<file path="src/rtl/mem_ctrl.sv">
// mem_ctrl: memory bus controller between the core's request strobes and an
// external variable-latency word memory.
//
// One request is latched in IDLE and presented to memory over a req/ack
// handshake. The access finishes in one of three ways:
//   - the memory acknowledges it (done),
//   - no ack arrives within TIMEOUT cycles (err),
//   - the request is illegal, with read and write both set (err).
//
// Ports:
//   clk, rst             system clock, synchronous active-high reset
//   mem_rd, mem_wr       request strobes from control (level-sampled in IDLE)
//   addr, wr_data        word address (MAR) and write data (MDR)
//   rd_data              registered read data, updated only by a completed read
//   busy                 access outstanding
//   done, err            one-cycle completion / abort pulses
//   ext_req, ext_we      memory request and direction (1 = write)
//   ext_addr, ext_wdata  latched address and write data
//   ext_ack, ext_rdata   memory acknowledge and read data (same cycle)
module mem_ctrl #(
  parameter int unsigned TIMEOUT = 255  // legal range 1..65535
) (
  input  logic        clk,
  input  logic        rst,
  input  logic        mem_rd,
  input  logic        mem_wr,
  input  logic [31:0] addr,
  input  logic [31:0] wr_data,
  output logic [31:0] rd_data,
  output logic        busy,
  output logic        done,
  output logic        err,
  output logic        ext_req,
  output logic        ext_we,
  output logic [31:0] ext_addr,
  output logic [31:0] ext_wdata,
  input  logic        ext_ack,
  input  logic [31:0] ext_rdata
);

  localparam logic [15:0] TimeoutCnt = 16'(TIMEOUT);

  typedef enum logic [1:0] {StIdle, StReq, StDone, StErr} state_e;

  state_e      state_q, state_d;
  logic [15:0] cnt_q;
  logic [15:0] cnt_inc;
  logic [31:0] rd_data_q;
  logic [31:0] addr_q;
  logic [31:0] wdata_q;
  logic        we_q;
  logic        accept;

  assign cnt_inc = cnt_q + 16'd1;
  assign accept  = (state_q == StIdle) && (mem_rd ^ mem_wr);

  // State register
  always_ff @(posedge clk) begin
    if (rst) begin
      state_q <= StIdle;
    end else begin
      state_q <= state_d;
    end
  end

  // Next-state logic
  always_comb begin
    state_d = state_q;
    unique case (state_q)
      StIdle: begin
        if (mem_rd && mem_wr) begin
          state_d = StErr;
        end else if (mem_rd ^ mem_wr) begin
          state_d = StReq;
        end
      end
      StReq: begin
        // Ack takes priority over a timeout reached at the same edge.
        if (ext_ack) begin
          state_d = StDone;
        end else if (cnt_inc == TimeoutCnt) begin
          state_d = StErr;
        end
      end
      StDone:  state_d = StIdle;
      StErr:   state_d = StIdle;
      default: state_d = StIdle;
    endcase
  end

  // Outputs decoded from state only
  always_comb begin
    busy    = 1'b0;
    ext_req = 1'b0;
    done    = 1'b0;
    err     = 1'b0;
    unique case (state_q)
      StReq: begin
        busy    = 1'b1;
        ext_req = 1'b1;
      end
      StDone:  done = 1'b1;
      StErr:   err  = 1'b1;
      default: ;
    endcase
  end

  // Request latch, wait counter and read data register
  always_ff @(posedge clk) begin
    if (rst) begin
      addr_q    <= '0;
      wdata_q   <= '0;
      we_q      <= 1'b0;
      cnt_q     <= '0;
      rd_data_q <= '0;
    end else begin
      if (accept) begin
        addr_q  <= addr;
        wdata_q <= wr_data;
        we_q    <= mem_wr;
        cnt_q   <= '0;
      end
      if (state_q == StReq) begin
        if (ext_ack) begin
          if (!we_q) begin
            rd_data_q <= ext_rdata;
          end
        end else begin
          // Leaving REQ at TIMEOUT keeps this from ever wrapping.
          cnt_q <= cnt_inc;
        end
      end
    end
  end

  assign rd_data   = rd_data_q;
  assign ext_we    = we_q;
  assign ext_addr  = addr_q;
  assign ext_wdata = wdata_q;

endmodule

</file>
<file path="config.mk">
export PLATFORM = sky130hd
export DESIGN_NAME = mem_ctrl
export DESIGN_NICKNAME = d
export VERILOG_FILES = /design/src/rtl/mem_ctrl.sv
export SDC_FILE = /design/constraint.sdc
export NUM_CORES = 1
export LEC_CHECK = 0
export ABC_AREA = 0
export BUFFER_PORTS_ARGS = -buffer_cell sky130_fd_sc_hd__buf_4
export CORE_MARGIN = 8
export CORE_UTILIZATION = 43
export DETAILED_ROUTE_END_ITERATION = 8
export GPL_TIMING_DRIVEN = 0
export PLACE_DENSITY = 0.87
export RECOVER_POWER = 100
export SYNTH_ARGS = -nofsm -noshare
export SYNTH_HDL_FRONTEND = slang
export SYNTH_SLANG_ARGS = --single-unit
export TNS_END_PERCENT = 30
</file>
<file path="constraint.sdc">
create_clock -name clk -period 1.8 [get_ports clk]
set_input_delay 0.18 -clock clk [delete_from_list [all_inputs] [get_ports clk]]
set_output_delay 0.18 -clock clk [all_outputs]
set_load 0.05 [all_outputs]
</file>
==> results of run 1 <==
## worst max-delay path by stage
stage | start | endpoint | slack (ns) | cells past startpoint
finish | state_q[1]$_SDFFE_PP0P_ | rd_data[18]$_SDFFE_PP0P_ | -0.05 | 5
CTS | state_q[0]$_SDFFE_PP0P_ | ext_addr[30]$_SDFFE_PP0P_ | -0.005 | 6
detailed placement | mem_wr | ext_addr[30]$_SDFFE_PP0P_ | -0.51 | 7
global placement | mem_wr | ext_addr[21]$_SDFFE_PP0P_ | -0.46 | 7
global route | state_q[1]$_SDFFE_PP0P_ | rd_data[18]$_SDFFE_PP0P_ | -0.11 | 5
floorplan | cnt_q[0]$_SDFF_PP0_ | state_q[1]$_SDFFE_PP0P_ | 0.009 | 7
## metrics by stage
| stage | cell area (sq um) | total power, uW | worst slack, ns | cells |
|---|---|---|---|---|
| final | 7830 | 7630 | -0.0546 | 1053 |
| after global routing | 7830 | 7910 | -0.112 | 1053 |
| after CTS | 7770 | 7510 | -0.00517 | 1051 |
| after detailed placement | 6250 | 4470 | -0.509 | 923 |
| after global placement | 6250 | 4450 | -0.463 | 923 |
| after floorplan | 4570 | 3870 | 0.00854 | 587 |
## kinds of logic after synthesis
| family | count (synthesis) | synth area share |
|---|---|---|
| xor gates and xnor gates | 2 | 0.00383 |
| and+or+nand+nor | 271 | 0.256 |
| AOI/OAI and AO/OA | 144 | 0.177 |
| adders and majority gates | 3 | 0.00821 |
| DFF | 115 | 0.503 |
| muxes | 1 | 0.00219 |
| buffers and inverters | 51 | 0.0490 |
## synth_stat cells (3+ instances only)
cell type	n
nand2_1	210
dfxtp_1	115
a21oi_1	109
clkbuf_1	34
nor2_1	17
o21ai_0	10
a311oi_1	7
buf_2	5
nand3_1	5
and2_1	4
buf_1	4
nor2b_1	4
a22oi_1	3
a41oi_1	3
buf_4	3
ha_1	3
inv_1	3
nor3b_1	3
or3_1	3
## final cells by class
| cell class | instances | area share |
|---|---|---|
| well taps | 136 | 0.0217 |
| flip-flops and latches | 115 | 0.295 |
| clock inverters | 13 | 0.0113 |
| clock buffers | 18 | 0.0534 |
| diodes | 1 | 0.000319 |
| repair buffers | 301 | 0.320 |
| plain buffers | 45 | 0.0300 |
| inverters | 3 | 0.00144 |
| multi-input cells | 421 | 0.267 |
## power groups by stage
stage | combinational [uW] | sequential [uW] | clock (uW)
after detailed placement | 1610 | 2860 | 0
after CTS | 1810 | 2810 | 2890
final | 1920 | 2820 | 2900
after global routing | 2010 | 2830 | 3070
after global placement | 1600 | 2850 | 0
after floorplan | 467 | 3400 | 0
## sequential cells by signal, summed over array words and instances, names as in the netlist
register / flops
rd_data: 32
ext_wdata: 32
state_q: 2
ext_addr: 32
cnt_q: 16
ext_we: 1
## tightest hold or removal path, cell delays in order
cell and delay (ns):
buf_4 0.09, ha_1 0.15, o311a_1 0.14
## per-layer routing
| layer | global-route usage | vias up | part of all wire |
|---|---|---|---|
| met5 | 0 | - | 0 |
| li1 | - | 2608 | - |
| met3 | 0.0812 | 87 | 0.089 |
| met4 | 0.145 | 0 | 0.050 |
| met1 | 0.265 | 2685 | 0.34 |
| met2 | 0.488 | 326 | 0.52 |
## repair_timing
| item | 4_1_cts | 5_1_grt |
|---|---|---|
| hold endpoints to repair | 98 | 0 |
| endpoints found under the setup margin | 60 | 91 |
| resized for setup | 19 | 30 |
| buffers inserted | 0 | 3 |
| gates cloned | 0 | 0 |
| hold buffers | 98 | 0 |
| pin swaps | 0 | 1 |
==> reports/results.ini, run 1 <==
[cts]
cts.path.max_buffers=2
clkSinkCount=115
cts-buffers-inserted=17
htree_levels=4
clk_pin_slew_ns=0.05
insertion_delay_ns=0.50
cts_tree=yes
root_buffer=clkbuf_8

[floorplan]
ios=202
die_width_microns=119
initial_core_util=0.443
dieHeight_microns=119
core_sq_um=10300
rows=37
die_area_sq_um=14200

[grt]
gr-total-overflow=0
grt_pass1_vias=5791
grt_max_degree=17
grt_pass1_wl_microns=30300
antenna_found_initial=1
grt_use_total=0.267

[logic_synthesis]
synth_seq_cells=115
yosysTopAreaCell=dfxtp_1
ys_seq_area_frac=0.503
yosysWarnings=0
async_flop_share=0
synth_area_per_cell_sq_um=7.79
synth_top_area_share=0.503
synthCells=587
synth_edf_count=0
synth_cell_types=48
synth_nets=691
synthTopCellsByArea=dfxtp_1 (50%), nand2_1 (17%), a21oi_1 (12%)
synthFlopType=dfxtp_1
syn_area_sq_um=4570

[worst_setup_path]
r2r_start=state_q[1]$_SDFFE_PP0P_
crit_fanout=10
crit_path_cell_trace=and2b_2 -> nand3b_1 -> clkbuf_1 -> nand2_1 -> a21oi_1
cp.arrival_ns=2.25
path_delay_family=simple AND/OR/NAND/NOR gates
r2r-end=rd_data[18]$_SDFFE_PP0P_
cp-end-kind=register
cp-start-kind=register
crit_slowest_cell=dfxtp_1
r2r_setup_slack_ns=-0.05
worstRegToRegCells=5
critPathBufInv=1
worstPathRequired_ns=2.19
slowest_delay_ns=0.44
path_class=reg2reg

[power]
switching_share=0.335
cellLeakagePower_uw=0.00332
ir_drop_uv=754
intPower_uw=5080
power.share.sequential=0.369
clkPwrFrac=0.379
p_sw_uw=2550
power.density_nw_per_um2=974
p_comb_frac=0.251

[outcome]
violations=setup timing
status=finished, violations left

[hold_path]
hold_class=in2reg
hp-start=mem_rd
hold_path_depth=3
hold_end=state_q[0]$_SDFFE_PP0P_

[timing]
period_minus_slack_ns=1.85
finalHoldViolCount=0
drv_slew=0
fmax_ghz=0.539
tns_ns=-0.0650
skew_ns=0.00875
rsz0062_at_grt=true
setup_ws_ns=-0.0546
relSlewSlack=0.574
worst_pin_slew_ns=0.639
finalCritPeriodShare=1.03
setup_violations=2
holdWs_ns=0.0842

[drt]
postRouteAntennaNets=0
drc_errors=0
wl_microns=19900
drtIter0Drc=702
vias=5706
first_pass_iters=5
viasPerCell=5.42
wl_per_cell_microns=18.9

[final_layout]
syn2layout_area_growth_pct=71.3
final_cell_mix=nand2_1 (210), buf_4 (206), dfxtp_1 (113)
layout_commonest_cell=nand2_1
nNetsFinal=1008
final_util=0.759
nFillCells=667
drive_gt1_frac=0.305
multi_input_area_sq_um=2090
ff_latch_area_sq_um=2310

[placement]
place_congestion=0.924
portBuffers=200
dpl.hpwl_microns=10900

[job]
drv_cap=0

Power figures use the tool's default switching activity.
==> run 2: changes to the inputs <==
--- a/config.mk
+++ b/config.mk
@@ -7,11 +7,12 @@
 export LEC_CHECK = 0
 export ABC_AREA = 0
 export BUFFER_PORTS_ARGS = -buffer_cell sky130_fd_sc_hd__buf_4
+export CAP_MARGIN = 20
 export CORE_MARGIN = 8
-export CORE_UTILIZATION = 43
+export CORE_UTILIZATION = 51
 export DETAILED_ROUTE_END_ITERATION = 8
 export GPL_TIMING_DRIVEN = 0
-export PLACE_DENSITY = 0.87
+export PLACE_DENSITY = 0.95
 export RECOVER_POWER = 100
 export SYNTH_ARGS = -nofsm -noshare
 export SYNTH_HDL_FRONTEND = slang
==> constraint.sdc (replaced) <==
create_clock -name clk -period 2.2 [get_ports clk]
set_input_delay 0.22 -clock clk [delete_from_list [all_inputs] [get_ports clk]]
set_output_delay 0.22 -clock clk [all_outputs]
set_load 0.05 [all_outputs]
==> reports/results.ini, run 2 (synthesized netlist as in run 1, its figures left out) <==
[worst_setup_path]
r2r_setup_slack_ns=0.12  ; was -0.05 ns
cp.arrival_ns=2.49  ; was 2.25 ns
r2r-end=rd_data[12]$_SDFFE_PP0P_  ; was rd_data[18]$_SDFFE_PP0P_
worstPathRequired_ns=2.61  ; was 2.19 ns
cp-end-kind=register  ; unchanged
worstRegToRegCells=7  ; was 5
path_class=reg2reg  ; unchanged
r2r_start=state_q[0]$_SDFFE_PP0P_  ; was state_q[1]$_SDFFE_PP0P_
crit_fanout=10  ; unchanged
cp-start-kind=register  ; unchanged

[cts]
htree_levels=4  ; unchanged
cts-buffers-inserted=17  ; unchanged
cts_tree=yes  ; unchanged
cts.path.max_buffers=2  ; unchanged
clk_pin_slew_ns=0.06  ; was 0.05 ns
insertion_delay_ns=0.51  ; was 0.50 ns
root_buffer=clkbuf_8  ; unchanged
clkSinkCount=115  ; unchanged

[power]
switching_share=0.339  ; was 0.335
power.share.sequential=0.359  ; was 0.369
p_total_uw=6450  ; was 7630 uW
power.density_nw_per_um2=874  ; was 974 nW/um^2
intPower_uw=4260  ; was 5080 uW
p_sw_uw=2190  ; was 2550 uW
p_comb_frac=0.227  ; was 0.251
ir_drop_uv=699  ; was 754 uV
clkPwrFrac=0.415  ; was 0.379
cellLeakagePower_uw=0.00288  ; was 0.00332 uW

[placement]
portBuffers=200  ; unchanged
detailedPlace.worstSlack_ns=-0.120  ; was -0.509 ns
dpl.hpwl_microns=11600  ; was 10900 microns
place_congestion=0.919  ; was 0.924

[hold_path]
hold_class=in2reg  ; unchanged
hold_path_depth=3  ; unchanged
hp-start=ext_ack  ; was mem_rd
hold_end=state_q[0]$_SDFFE_PP0P_  ; unchanged

[drt]
wl_per_cell_microns=22.4  ; was 18.9 microns
first_pass_iters=7  ; was 5
postRouteAntennaNets=0  ; unchanged
drtIter0Drc=951  ; was 702
viasPerCell=6.10  ; was 5.42
vias=6255  ; was 5706
wl_microns=23000  ; was 19900 microns
drc_errors=0  ; unchanged

[timing]
period_minus_slack_ns=2.08  ; was 1.85 ns
finalHoldViolCount=0  ; unchanged
skew_ns=0.00714  ; was 0.00875 ns
rsz0062_at_grt=false  ; was true
fmax_ghz=0.482  ; was 0.539 GHz
relSlewSlack=0.465  ; was 0.574
worst_pin_slew_ns=0.803  ; was 0.639 ns
setup_ws_ns=0.125  ; was -0.0546 ns
holdWs_ns=0.0460  ; was 0.0842 ns
setup_violations=0  ; was 2
drv_slew=0  ; unchanged
finalCritPeriodShare=0.943  ; was 1.03

[grt]
grt_pass1_vias=6517  ; was 5791
grt_max_degree=17  ; unchanged
gr-total-overflow=0  ; unchanged
antenna_found_initial=2  ; was 1
grt_use_total=0.356  ; was 0.267
grt_pass1_wl_microns=35100  ; was 30300 microns

[final_layout]
drive_gt1_frac=0.172  ; was 0.305
final_cell_mix=nand2_1 (210), clkbuf_1 (132), dfxtp_1 (115)  ; was nand2_1 (210), buf_4 (206), dfxtp_1 (113)
layout_commonest_cell=nand2_1  ; unchanged
syn2layout_area_growth_pct=61.5  ; was 71.3%
nNetsFinal=1006  ; was 1008
final_util=0.847  ; was 0.759

[floorplan]
core_sq_um=8720  ; was 10300 sq um
die_area_sq_um=12300  ; was 14200 sq um
ios=202  ; unchanged
dieHeight_microns=111  ; was 119 microns
rows=34  ; was 37
initial_core_util=0.524  ; was 0.443
die_width_microns=111  ; was 119 microns

[outcome]
status=finished, final reports clean  ; was finished, violations left

[job]
drv_cap=0  ; unchanged

run 2: worst max-delay path by stage:
stage                                        from                        end  slack, ns  cells after the start
after floorplan           state_q[0]$_SDFFE_PP0P_        cnt_q[5]$_SDFF_PP0_       0.32                      7
after global placement                     mem_wr  ext_addr[16]$_SDFFE_PP0P_      -0.03                      7
after detailed placement                   mem_wr  ext_addr[14]$_SDFFE_PP0P_      -0.12                      7
after CTS                 state_q[0]$_SDFFE_PP0P_  ext_addr[14]$_SDFFE_PP0P_       0.06                      6
after global routing      state_q[0]$_SDFFE_PP0P_   rd_data[12]$_SDFFE_PP0P_       0.01                      7
final                     state_q[0]$_SDFFE_PP0P_   rd_data[12]$_SDFFE_PP0P_       0.12                      7
run 2: area by class of cell:
type / instances / area [sq um]
antenna: 3 / 7.51
fill: 521 / 1340
sequential: 115 / 2300
inverter: 3 / 11.3
timing repair buffer: 297 / 2090
clock inverter: 15 / 155
buffer: 47 / 215
tap: 108 / 135
multi-input combinational: 421 / 2050
clock buffer: 17 / 414
run 2: worst max-delay path, stage by stage (launching register included):
cell and delay (ns):
dfxtp_1 0.31, buf_4 0.15, and2b_1 0.21, and3b_1 0.20
clkbuf_1 0.27, clkbuf_1 0.45, nand2_1 0.16, a21oi_1 0.23
run 2: power groups by stage:
stage	Clock, uW	Sequential [uW]	Combinational (uW)
after floorplan	0	2780	381
after global placement	0	2330	1290
after detailed placement	0	2340	1320
after CTS	2660	2300	1470
after global routing	2770	2320	1520
final	2680	2310	1460
run 2: metal layers:
metal,global-route usage,part of all wire
met2,0.586,0.47
met3,0.127,0.11
met5,0,0
met4,0.276,0.082
met1,0.363,0.34
run 2: what timing repair did:
| item | 4_1_cts | 5_1_grt |
|---|---|---|
| buffers inserted | 0 | 0 |
| setup endpoints to repair | 0 | 54 |
| hold buffers | 96 | 1 |
| gates resized for setup | 0 | 11 |
| endpoints found under the hold margin | 96 | 1 |
run 2: stage by stage:
stage / cell area [sq um] / TNS, ns / std cells
final: 7380 / 0 / 1026
after global routing: 7380 / 0 / 1025
after global placement: 6210 / -0.474 / 895
after detailed placement: 6210 / -3.38 / 895
after CTS: 7740 / 0 / 1023
after floorplan: 4570 / 0 / 587
